**config.mk**
```make
export PLATFORM = sky130hd
export DESIGN_NAME = ram_read_sequencer
export DESIGN_NICKNAME = d
export VERILOG_FILES = /design/src/rtl/cnn_mem_pkg.sv /design/src/rtl/seq_out_fifo.sv /design/src/rtl/ram_read_sequencer.sv
export SDC_FILE = /design/constraint.sdc
export NUM_CORES = 1
export LEC_CHECK = 0
export BUFFER_PORTS_ARGS = -buffer_cell sky130_fd_sc_hd__buf_2
export CAP_MARGIN = 20
export CORE_MARGIN = 2
export CORE_UTILIZATION = 45
export DETAILED_ROUTE_END_ITERATION = 10
export PLACE_DENSITY_LB_ADDON = 0.15
export SYNTH_ARGS = -nofsm -noshare
export SYNTH_HDL_FRONTEND = slang
export SYNTH_SLANG_ARGS = --single-unit
```
**constraint.sdc**
```tcl
create_clock -name clk -period 8.2 [get_ports clk]
set_input_delay 0 -clock clk [delete_from_list [all_inputs] [get_ports clk]]
set_output_delay 0 -clock clk [all_outputs]
set_load 0.1 [all_outputs]
```
**src/rtl/cnn_mem_pkg.sv**
```systemverilog
// cnn_mem_pkg: shared widths, sequencer FSM encoding and the layer
// address map used by the conv-step address decoder and RAM read sequencer.
package cnn_mem_pkg;

  localparam int ADDR_W_DEF = 15;
  localparam int DATA_W_DEF = 16;

  typedef enum logic [1:0] {
    S_IDLE  = 2'd0,
    S_ISSUE = 2'd1,
    S_DRAIN = 2'd2,
    S_DONE  = 2'd3
  } seq_state_t;

  // Layer windows in pixel / weight RAM (end addresses exclusive)
  localparam logic [14:0] L1_PIX_BASE = 15'd0;
  localparam logic [14:0] L1_PIX_END  = 15'd1600;
  localparam logic [14:0] L1_WGT_BASE = 15'd0;
  localparam logic [14:0] L1_WGT_END  = 15'd228;
  localparam logic [14:0] L2_PIX_BASE = 15'd1600;
  localparam logic [14:0] L2_WGT_BASE = 15'd228;

endpackage

```
**src/rtl/seq_out_fifo.sv**
```systemverilog
// seq_out_fifo: synchronous FIFO for the sequencer output stream.
// Ports: push_i/din_i write, pop_i/dout_o read head, count_o occupancy.
module seq_out_fifo #(
  parameter  int W     = 17,
  parameter  int DEPTH = 4,
  localparam int AW    = $clog2(DEPTH),
  localparam int CW    = AW + 1
) (
  input  logic          clk,
  input  logic          reset,
  input  logic          push_i,
  input  logic [W-1:0]  din_i,
  input  logic          pop_i,
  output logic [W-1:0]  dout_o,
  output logic [CW-1:0] count_o
);

  logic [W-1:0]  mem_q [DEPTH];
  logic [AW-1:0] wp_q;
  logic [AW-1:0] rp_q;
  logic [CW-1:0] cnt_q;
  logic          do_pop;

  assign do_pop = pop_i && (cnt_q != '0);

  always_ff @(posedge clk or posedge reset) begin
    if (reset) begin
      wp_q  <= '0;
      rp_q  <= '0;
      cnt_q <= '0;
    end else begin
      if (push_i) wp_q <= wp_q + AW'(1);
      if (do_pop) rp_q <= rp_q + AW'(1);
      cnt_q <= cnt_q + CW'(push_i) - CW'(do_pop);
    end
  end

  always_ff @(posedge clk) begin
    if (push_i) mem_q[wp_q] <= din_i;
  end

  assign dout_o  = mem_q[rp_q];
  assign count_o = cnt_q;

endmodule

```
**src/rtl/ram_read_sequencer.sv**
```systemverilog
// ram_read_sequencer: walks [firstaddr,lastaddr) in pixel or weight RAM
// and streams returned words out over valid/ready with last/done/busy.
module ram_read_sequencer
  import cnn_mem_pkg::*;
#(
  parameter int ADDR_W     = ADDR_W_DEF,
  parameter int DATA_W     = DATA_W_DEF,
  parameter int RD_LAT     = 1,
  parameter int FIFO_DEPTH = 4
) (
  input  logic              clk,
  input  logic              reset,
  input  logic              start,
  input  logic              re_RAM_p,
  input  logic              re_RAM_w,
  input  logic [ADDR_W-1:0] firstaddr,
  input  logic [ADDR_W-1:0] lastaddr,
  output logic [ADDR_W-1:0] rd_addr,
  output logic              rd_en_p,
  output logic              rd_en_w,
  input  logic [DATA_W-1:0] rd_data_p,
  input  logic [DATA_W-1:0] rd_data_w,
  output logic [DATA_W-1:0] out_data,
  output logic              out_valid,
  input  logic              out_ready,
  output logic              out_last,
  output logic              busy,
  output logic              done,
  output logic              empty_err
);

  localparam int CW = $clog2(FIFO_DEPTH) + 1;

  seq_state_t        state_q, state_d;
  logic [ADDR_W-1:0] ptr_q, ptr_d;
  logic [ADDR_W-1:0] cnt_q, cnt_d;
  logic              src_w_q, src_w_d;
  logic              err_q, err_d;
  logic [CW-1:0]     outs_q, outs_d;
  logic [RD_LAT-1:0] vld_q;
  logic [RD_LAT-1:0] lst_q;
  logic [CW-1:0]     fcnt;
  logic [DATA_W:0]   fdin;
  logic [DATA_W:0]   fdout;
  logic              accept;
  logic              issue;
  logic              push;
  logic              pop;
  logic              drained;
  logic              is_empty;

  assign accept   = (state_q == S_IDLE) && start
                  && (re_RAM_p || re_RAM_w);
  assign is_empty = lastaddr <= firstaddr;

  // Reads in flight plus buffered words may never exceed FIFO space
  assign issue = (state_q == S_ISSUE)
               && ((fcnt + outs_q) < CW'(FIFO_DEPTH));

  assign push = vld_q[RD_LAT-1];
  assign pop  = out_valid && out_ready;

  // Nothing remains after this edge: no reads in flight and the
  // FIFO is empty or is handing over its final entry now
  assign drained = (outs_q == '0)
                 && ((fcnt == '0) || ((fcnt == CW'(1)) && pop));

  always_comb begin
    state_d = state_q;
    ptr_d   = ptr_q;
    cnt_d   = cnt_q;
    src_w_d = src_w_q;
    err_d   = err_q;
    unique case (state_q)
      S_IDLE: begin
        if (accept) begin
          ptr_d   = firstaddr;
          cnt_d   = lastaddr - firstaddr;
          src_w_d = !re_RAM_p;
          err_d   = is_empty;
          // An empty window still passes through DRAIN so that
          // done follows the same exit path as a real window
          state_d = is_empty ? S_DRAIN : S_ISSUE;
        end
      end
      S_ISSUE: begin
        if (issue) begin
          ptr_d = ptr_q + ADDR_W'(1);
          cnt_d = cnt_q - ADDR_W'(1);
          if (cnt_q == ADDR_W'(1)) state_d = S_DRAIN;
        end
      end
      S_DRAIN: begin
        if (drained) state_d = S_DONE;
      end
      S_DONE: state_d = S_IDLE;
      default: state_d = S_IDLE;
    endcase
  end

  assign outs_d = outs_q + CW'(issue) - CW'(push);

  always_ff @(posedge clk or posedge reset) begin
    if (reset) begin
      state_q <= S_IDLE;
      ptr_q   <= '0;
      cnt_q   <= '0;
      src_w_q <= 1'b0;
      err_q   <= 1'b0;
      outs_q  <= '0;
      vld_q   <= '0;
      lst_q   <= '0;
    end else begin
      state_q <= state_d;
      ptr_q   <= ptr_d;
      cnt_q   <= cnt_d;
      src_w_q <= src_w_d;
      err_q   <= err_d;
      outs_q  <= outs_d;
      vld_q   <= RD_LAT'({vld_q, issue});
      lst_q   <= RD_LAT'({lst_q, issue && (cnt_q == ADDR_W'(1))});
    end
  end

  assign fdin = {lst_q[RD_LAT-1], src_w_q ? rd_data_w : rd_data_p};

  seq_out_fifo #(
    .W     (DATA_W + 1),
    .DEPTH (FIFO_DEPTH)
  ) u_fifo (
    .clk     (clk),
    .reset   (reset),
    .push_i  (push),
    .din_i   (fdin),
    .pop_i   (pop),
    .dout_o  (fdout),
    .count_o (fcnt)
  );

  assign rd_addr   = issue ? ptr_q : '0;
  assign rd_en_p   = issue && !src_w_q;
  assign rd_en_w   = issue && src_w_q;
  assign out_valid = fcnt != '0;
  assign out_data  = out_valid ? fdout[DATA_W-1:0] : '0;
  assign out_last  = out_valid && fdout[DATA_W];
  assign busy      = state_q != S_IDLE;
  assign done      = state_q == S_DONE;
  assign empty_err = err_q;

endmodule
```
==> results of run 1 <==
[metal layers]
| metal | routed length, um | share of wire | up-vias | global-route usage |
|---|---|---|---|---|
| met5 | 0 | 0 | - | 0 |
| met2 | 7771 | 0.52 | 119 | 0.3545 |
| li1 | - | - | 2452 | - |
| met3 | 584 | 0.039 | 19 | 0.04081 |
| met1 | 6434 | 0.43 | 2381 | 0.2416 |
| met4 | 243 | 0.016 | 0 | 0.06675 |
[flip-flops by register name, summed over array words and instances, names as in the netlist]
name            flops
cnt_q              15
empty_err           1
lst_q               1
outs_q              3
ptr_q              15
push                1
src_w_q             1
state_q             2
u_fifo.count_o      3
u_fifo.mem_q       68
u_fifo.rp_q         2
u_fifo.wp_q         2
[cell families (layout without fill, tap and decap cells)]
| group | count (synthesis) | count (layout) | share of synthesized area |
|---|---|---|---|
| AO/OA/AOI/OAI | 134 | 134 | 0.1264 |
| XOR/XNOR | 23 | 23 | 0.03094 |
| adder cells (fa/ha/maj) | 36 | 36 | 0.07264 |
| buffers and inverters | 64 | 228 | 0.04400 |
| flip-flops | 114 | 114 | 0.4904 |
| multiplexers | 40 | 40 | 0.09762 |
| AND/OR/NAND/NOR | 167 | 167 | 0.1380 |
[worst paths after layout]
check / slack, ns / start / to
worst min register to register: 0.50 / lst_q$_DFF_PP0_ / u_fifo.mem_q[1][16]$_DFFE_PP_
worst max-delay path: 4.55 / outs_q[1]$_DFF_PP0_ / outs_q[2]$_DFF_PP0_
worst max register to register: 4.55 / outs_q[1]$_DFF_PP0_ / outs_q[2]$_DFF_PP0_
max in group asynchronous: 7.48 / reset / cnt_q[14]$_DFFE_PP0P_
min in group asynchronous: 0.29 / reset / ptr_q[6]$_DFFE_PP0P_
worst min-delay path: 0.02 / start / empty_err$_DFFE_PP0P_
[power groups by stage]
| stage | Clock [uW] | Combinational, uW | Sequential, uW |
|---|---|---|---|
| after floorplan | 0 | 1460 | 897 |
| after global placement | 0 | 1670 | 957 |
| after detailed placement | 0 | 1690 | 964 |
| after CTS | 756 | 1750 | 958 |
| after global routing | 784 | 1880 | 981 |
| final | 746 | 1740 | 955 |
[synth_stat cells (all sizes together) (2+ instances only)]
library cell and number:
edfxtp 68, dfrtp 46, a21oi 44, inv 39, nand2 36, o21ai 36
ha 33, and2 26, and3 23, nor2 22, clkbuf 19, mux2 18
nand3 18, mux4 17, xnor2 12, nor3 11, xor2 11, o22ai 10
or3 8, a31oi 7, buf 6, mux2i 5, nand4 5, nor2b 5
o211ai 5, a221o 4, nand2b 4, o22a 4, fa 3, a21o 2
a22oi 2, a2bb2oi 2, a31o 2, and4 2, o21a 2, o311ai 2
o31ai 2, o32ai 2, or3b 2, or4 2
[critical path: cells and delay by family, from the launching register on]
kind,cells,cell delay (ns)
compound gates,1,0.35
buf+inv,3,0.19
xor+xnor,3,1.17
fa+ha+maj,4,1.09
simple gates,1,0.29
flops,1,0.44
[timing repair]
item,4_1_cts,5_1_grt
hold endpoints to repair,125,0
hold buffers,49,0
setup buffers,0,0
[cells in the final DEF, fill, tap and decap left out, drive strengths merged, types with 6 or more instances in the layout]
cell type    synthesis  layout
nand2               36      36
dfrtp               46      46
a21oi               44      44
xnor2               12      12
nand3               18      18
ha                  33      33
nor2                22      22
mux4                17      17
or3                  8       8
buf                  6     108
inv                 39      38
o22ai               10      10
and2                26      26
nor3                11      11
mux2                18      18
a31oi                7       7
clkinv               0       6
xor2                11      11
o21ai               36      36
dlygate4sd3          0      49
and3                23      23
clkbuf              19      23
edfxtp              68      68
[through the flow]
| step | total power (uW) | setup slack [ns] |
|---|---|---|
| floorplan | 2359 | 5.315 |
| global placement | 2624 | 4.656 |
| detailed placement | 2658 | 4.569 |
| CTS | 3468 | 4.525 |
| global route | 3641 | 4.266 |
| finish | 3440 | 4.546 |
[layout make-up]
cell class,count,area [sq um],share of cell area
clock buffers,23,478.0,0.05797
clock inverters,9,130.1,0.01578
inverters,39,146.4,0.01775
multi-input cells,400,3034,0.3680
flip-flops and latches,114,3193,0.3873
well taps,180,225.2,0.02731
repair buffers,157,1039,0.1259
==> metrics.yaml, run 1 <==
dpl.hpwl_um: 10260
core_sq_um: 13990
cp.required_ns: 8.49
clkPwrFrac: 0.217
io_pins: 106
clk_path_buf_depth: 2
rows: 43
min_path_cells: 3
p_int_uw: 1809
cp.arrival_ns: 3.95
skew_ns: 0.009023
drc: 0
antenna_found_initial: 0
dr.pass1.iters: 5
cellPowerDensity_nw_per_um2: 417.2
synth_nets: 682
worstSkewPairLatency_ns: 0.41
tightest_slew_ns: 1.084
grt_pass1_wl_um: 24690
grt_max_degree: 76
wl_per_cell_um: 16.31
r2r_cells: 12
placed_cells: 841
synth_area_sq_um: 6511
rsz0062_at_grt: "false"
p_leak_uw: 0.003426
combPwrFrac: 0.505
crit_path_max_incr_delay_ns: 0.89
outcome: "complete, no violations"
start_util: 0.4655
die_area_sq_um: 15450
ant_nets: 0
synth_top_area_frac: 0.3136
cts.clk_slew.worst_paths_ns: 0.05
wl_um: 15030
crit_path_end_kind: "flip-flop"
place.gp.congestion: 0.8641
fin_crit_sh: 0.4456
ys_warn_count: 0
vdd_drop_max_v: 0.0001854
cts_tree: "built"
drive_gt1_frac: 0.2520
synth_edf_count: 68
drt_iter0_markers: 291
fin_util: 0.5894
fin_setup_tns_ns: 0
cts_htree_levels: 4
ys.flop_type: "edfxtp_1"
fin_cells: 922
cts_root_buf: "clkbuf_16"
cp-start-kind: "flip-flop"
placed_area_sq_um: 7147
viasPerCell: 5.392
io_buffers: 105
async_flop_share: 0.4035
ys_ff_latch: 114
die_height_um: 124.3
min_path_type: "in2reg"
hold_viol_final: 0
maxClockFrequency_ghz: 0.2737
setup_viol: 0
via_count: 4971
post_cts_resized: 0
drv_slew: 0
synth_top_area_cell: "edfxtp_1"
seqPwrFrac: 0.278
max-slew-margin-rel: 0.2747
hold_ws_ns: 0.02216
yosysSeqAreaShare: 0.4904
slowest_stage: "xor2_1"
num_antenna_cells: 0
die_w_um: 124.3
grt_pass1_vias: 4927
crit_chain: "ha_1, a31oi_1, xor2_1, and2_2, inv_1, ha_1, inv_1, ha_1, inv_1, fa_1, xnor2_1, xnor2_1"
synthTopCellsByArea: "edfxtp_1, dfrtp_1, ha_1"
grt_overflow: 0
fin_nets: 833
track_usage: 0.1994
fillers: 1196
switchingPower_uw: 1631
avgSynthCellArea_sq_um: 11.27
cp_max_fo: 17
sw_frac_of_total: 0.4742
cts.sinks: 114
syn-instance-count: 578
area_growth_pct: 26.63
final_area_sq_um: 8245
worstSetupPathType: "reg2reg"
ys_types: 60
cts_buffers: 17
min_period_ns: 3.654
cap_violations: 0
Note: power is estimated with default switching activity, not from simulation.
==> inputs of run 2 (changes only) <==
clock period = 3.5 ns   (was 8.2 ns; I/O delays follow)
==> run 2 against run 1 <==
Against the previous run:
- power rose by 140%
- routed wire length rose by 2.5%
- utilization rose by 0.13 points
- combinational power rose by 140%
- sequential cell count did not move
- non-clock buffer count rose by 4
- sequential power rose by 140%
- clock skew barely moved
- maximum frequency rose by 26%
- first-iteration DRC count rose by 14%
- critical path depth did not move
- count of clock-buffer cells in the layout fell by 4
==> metrics.yaml, run 2 (same netlist as run 1, synthesis figures left out) <==
outcome: "complete, no violations"
cpLargestDelayFamily: "adder cells"
min_path_type: "in2reg"
p_int_uw: 4225  # +130%
min_from: "re_RAM_w"
cts.sinks: 114  # unchanged
drive_gt1_frac: 0.2547  # +0.002670
fin_setup_tns_ns: 0  # unchanged
ant_nets: 0  # unchanged
placed_cells: 844  # +0.36%
clkPwrFrac: 0.213  # -0.004
reg_top3: "u_fifo.mem_q (68), cnt_q (15), ptr_q (15)"
cp_max_fo: 5  # -12
tightest_slew_ns: 0.9512  # -0.1331 ns
die_area_sq_um: 15450  # unchanged
io_pins: 106  # unchanged
sw_frac_of_total: 0.4794  # +0.005268
r2r_end: "outs_q[2]$_DFF_PP0_"
hold_end: "empty_err$_DFFE_PP0P_"
ff2ff_setup_slack_ns: 0.60  # -3.94 ns
cp.arrival_ns: 3.23  # -0.72 ns
cp.required_ns: 3.83  # -4.66 ns
layout_setup_ws_ns: 0.6020  # -3.944 ns
drc: 0  # unchanged
combPwrFrac: 0.509  # +0.004
drt_iter0_markers: 331  # +14%
io_buffers: 105  # unchanged
grt_pass1_vias: 5056  # +2.6%
rows: 43  # unchanged
crit_path_end_kind: "flip-flop"
final_cell_mix: "buf_2, edfxtp_1, dlygate4sd3_1"
track_usage: 0.2069  # +0.007424
cts_tree: "built"
setup_viol: 0  # unchanged
r2r_start: "outs_q[1]$_DFF_PP0_"
dpl.hpwl_um: 10420  # +1.6%
place_ws_ns: 0.6259  # -3.943 ns
worstSetupPathType: "reg2reg"
grt_pass1_wl_um: 25470  # +3.2%
cts_root_buf: "clkbuf_16"
maxClockFrequency_ghz: 0.3451  # +26%
fin_nets: 837  # +0.48%
cts_buffers: 17  # unchanged
antenna_found_initial: 0  # unchanged
wl_um: 15410  # +2.5%
cellPowerDensity_nw_per_um2: 982.1  # +140%
cp-start-kind: "flip-flop"
start_util: 0.4655  # unchanged
crit_path_max_incr_delay_ns: 0.43  # -0.46 ns
cap_violations: 0  # unchanged
grt_max_degree: 71  # -6.6%
switchingPower_uw: 3891  # +140%
max-slew-margin-rel: 0.3659  # +0.09117
worstSkewPairLatency_ns: 0.41  # about the same
vdd_drop_max_v: 0.0003994  # +120%
area_growth_pct: 26.92
cts_htree_levels: 4  # unchanged
p_leak_uw: 0.003428  # about the same
layout_commonest_cell: "buf_2"
rsz0062_at_grt: "false"
cts.clk_slew.worst_paths_ns: 0.05  # about the same
num_antenna_cells: 0  # unchanged
wl_per_cell_um: 16.64  # +2.0%
slowest_stage: "dfrtp_1"
seqPwrFrac: 0.278  # about the same
die_w_um: 124.3  # unchanged
largest-register: "u_fifo.mem_q"
cp_num_buf_inv: 3  # unchanged
drv_slew: 0  # unchanged
fin_crit_sh: 0.8280  # +0.3824
skew_ns: 0.008715  # -0.0003081 ns
via_count: 5032  # +1.2%
die_height_um: 124.3  # unchanged
crit_chain: "ha_1, a31oi_1, xor2_1, and2_2, inv_1, ha_1, inv_1, ha_1, inv_1, fa_1, xnor2_1, xnor2_1"
viasPerCell: 5.434  # +0.79%
hold_viol_final: 0  # unchanged
largest_reg_flops: 68  # unchanged
grt_overflow: 0  # unchanged
min_path_cells: 3  # unchanged
min_period_ns: 2.898  # -0.7555 ns
dr.pass1.iters: 5  # unchanged
r2r_cells: 12  # unchanged
clk_path_buf_depth: 2  # unchanged
place.gp.congestion: 0.8854  # +2.5%
core_sq_um: 13990  # unchanged
fin_cells: 926  # +0.43%
-- run 2: what timing repair did --
action                    in CTS  in global routing
hold buffers                  50                  0
resized for setup              0                  0
setup buffers                  0                  0
hold endpoints to repair     126                  0
-- run 2: worst min-delay path, delay by kind of cell --
family | cells | cell delay (ns)
compound gates | 1 | 0.11
mux | 1 | 0.22
buf+inv | 1 | 0.10
-- run 2: power groups by stage --
| stage | combinational (uW) | sequential, uW | clock [uW] |
|---|---|---|---|
| after detailed placement | 4020 | 2280 | 0 |
| after global placement | 3950 | 2260 | 0 |
| after CTS | 4150 | 2260 | 1760 |
| after global routing | 4440 | 2320 | 1820 |
| after floorplan | 3430 | 2100 | 0 |
| final | 4130 | 2260 | 1730 |
-- run 2: area by class of cell --
class	instances	area, sq um
Fill cell	1235	5724
Sequential cell	114	3193
Multi-Input combinational cell	400	3034
Timing Repair Buffer	161	1071
Clock buffer	19	432.9
Tap cell	180	225.2
Clock inverter	13	161.4
Inverter	39	146.4
-- run 2: how the worst max path moves through the flow --
stage                                      from             endpoint  slack (ns)  depth (start not counted)
floorplan                   outs_q[1]$_DFF_PP0_           rd_addr[5]        0.62                          6
global placement            outs_q[1]$_DFF_PP0_  outs_q[2]$_DFF_PP0_        0.71                         12
detailed placement          outs_q[1]$_DFF_PP0_  outs_q[2]$_DFF_PP0_        0.63                         12
CTS                         outs_q[1]$_DFF_PP0_  outs_q[2]$_DFF_PP0_        0.56                         12
global route        u_fifo.count_o[1]$_DFF_PP0_  outs_q[2]$_DFF_PP0_        0.41                         12
finish                      outs_q[1]$_DFF_PP0_  outs_q[2]$_DFF_PP0_        0.60                         12
-- run 2: layer usage --
layer  part of all wire  track usage  routed length [um]  vias up
met2               0.51       0.3610                7872      127
met1               0.44       0.2582                6766     2435
met5                  0            0                   0        -
met4              0.015      0.06742                 225        0
met3              0.035      0.04124                 540       17
li1                   -            -                   -     2453
-- run 2: through the flow --
| step | utilization | cell area, sq um | power, uW | hold WS [ns] |
|---|---|---|---|---|
| 3_3_place_gp | 0.5125 | 7169 | 6206 | 0.1955 |
| 5_1_grt | 0.5908 | 8264 | 8586 | 0.08596 |
| 3_5_place_dp | 0.5125 | 7169 | 6301 | 0.2009 |
| 4_1_cts | 0.5908 | 8264 | 8170 | 0.04851 |
| 2_1_floorplan | - | 6511 | 5527 | 0.1045 |
| 6_report | 0.5908 | 8264 | 8116 | 0.06047 |
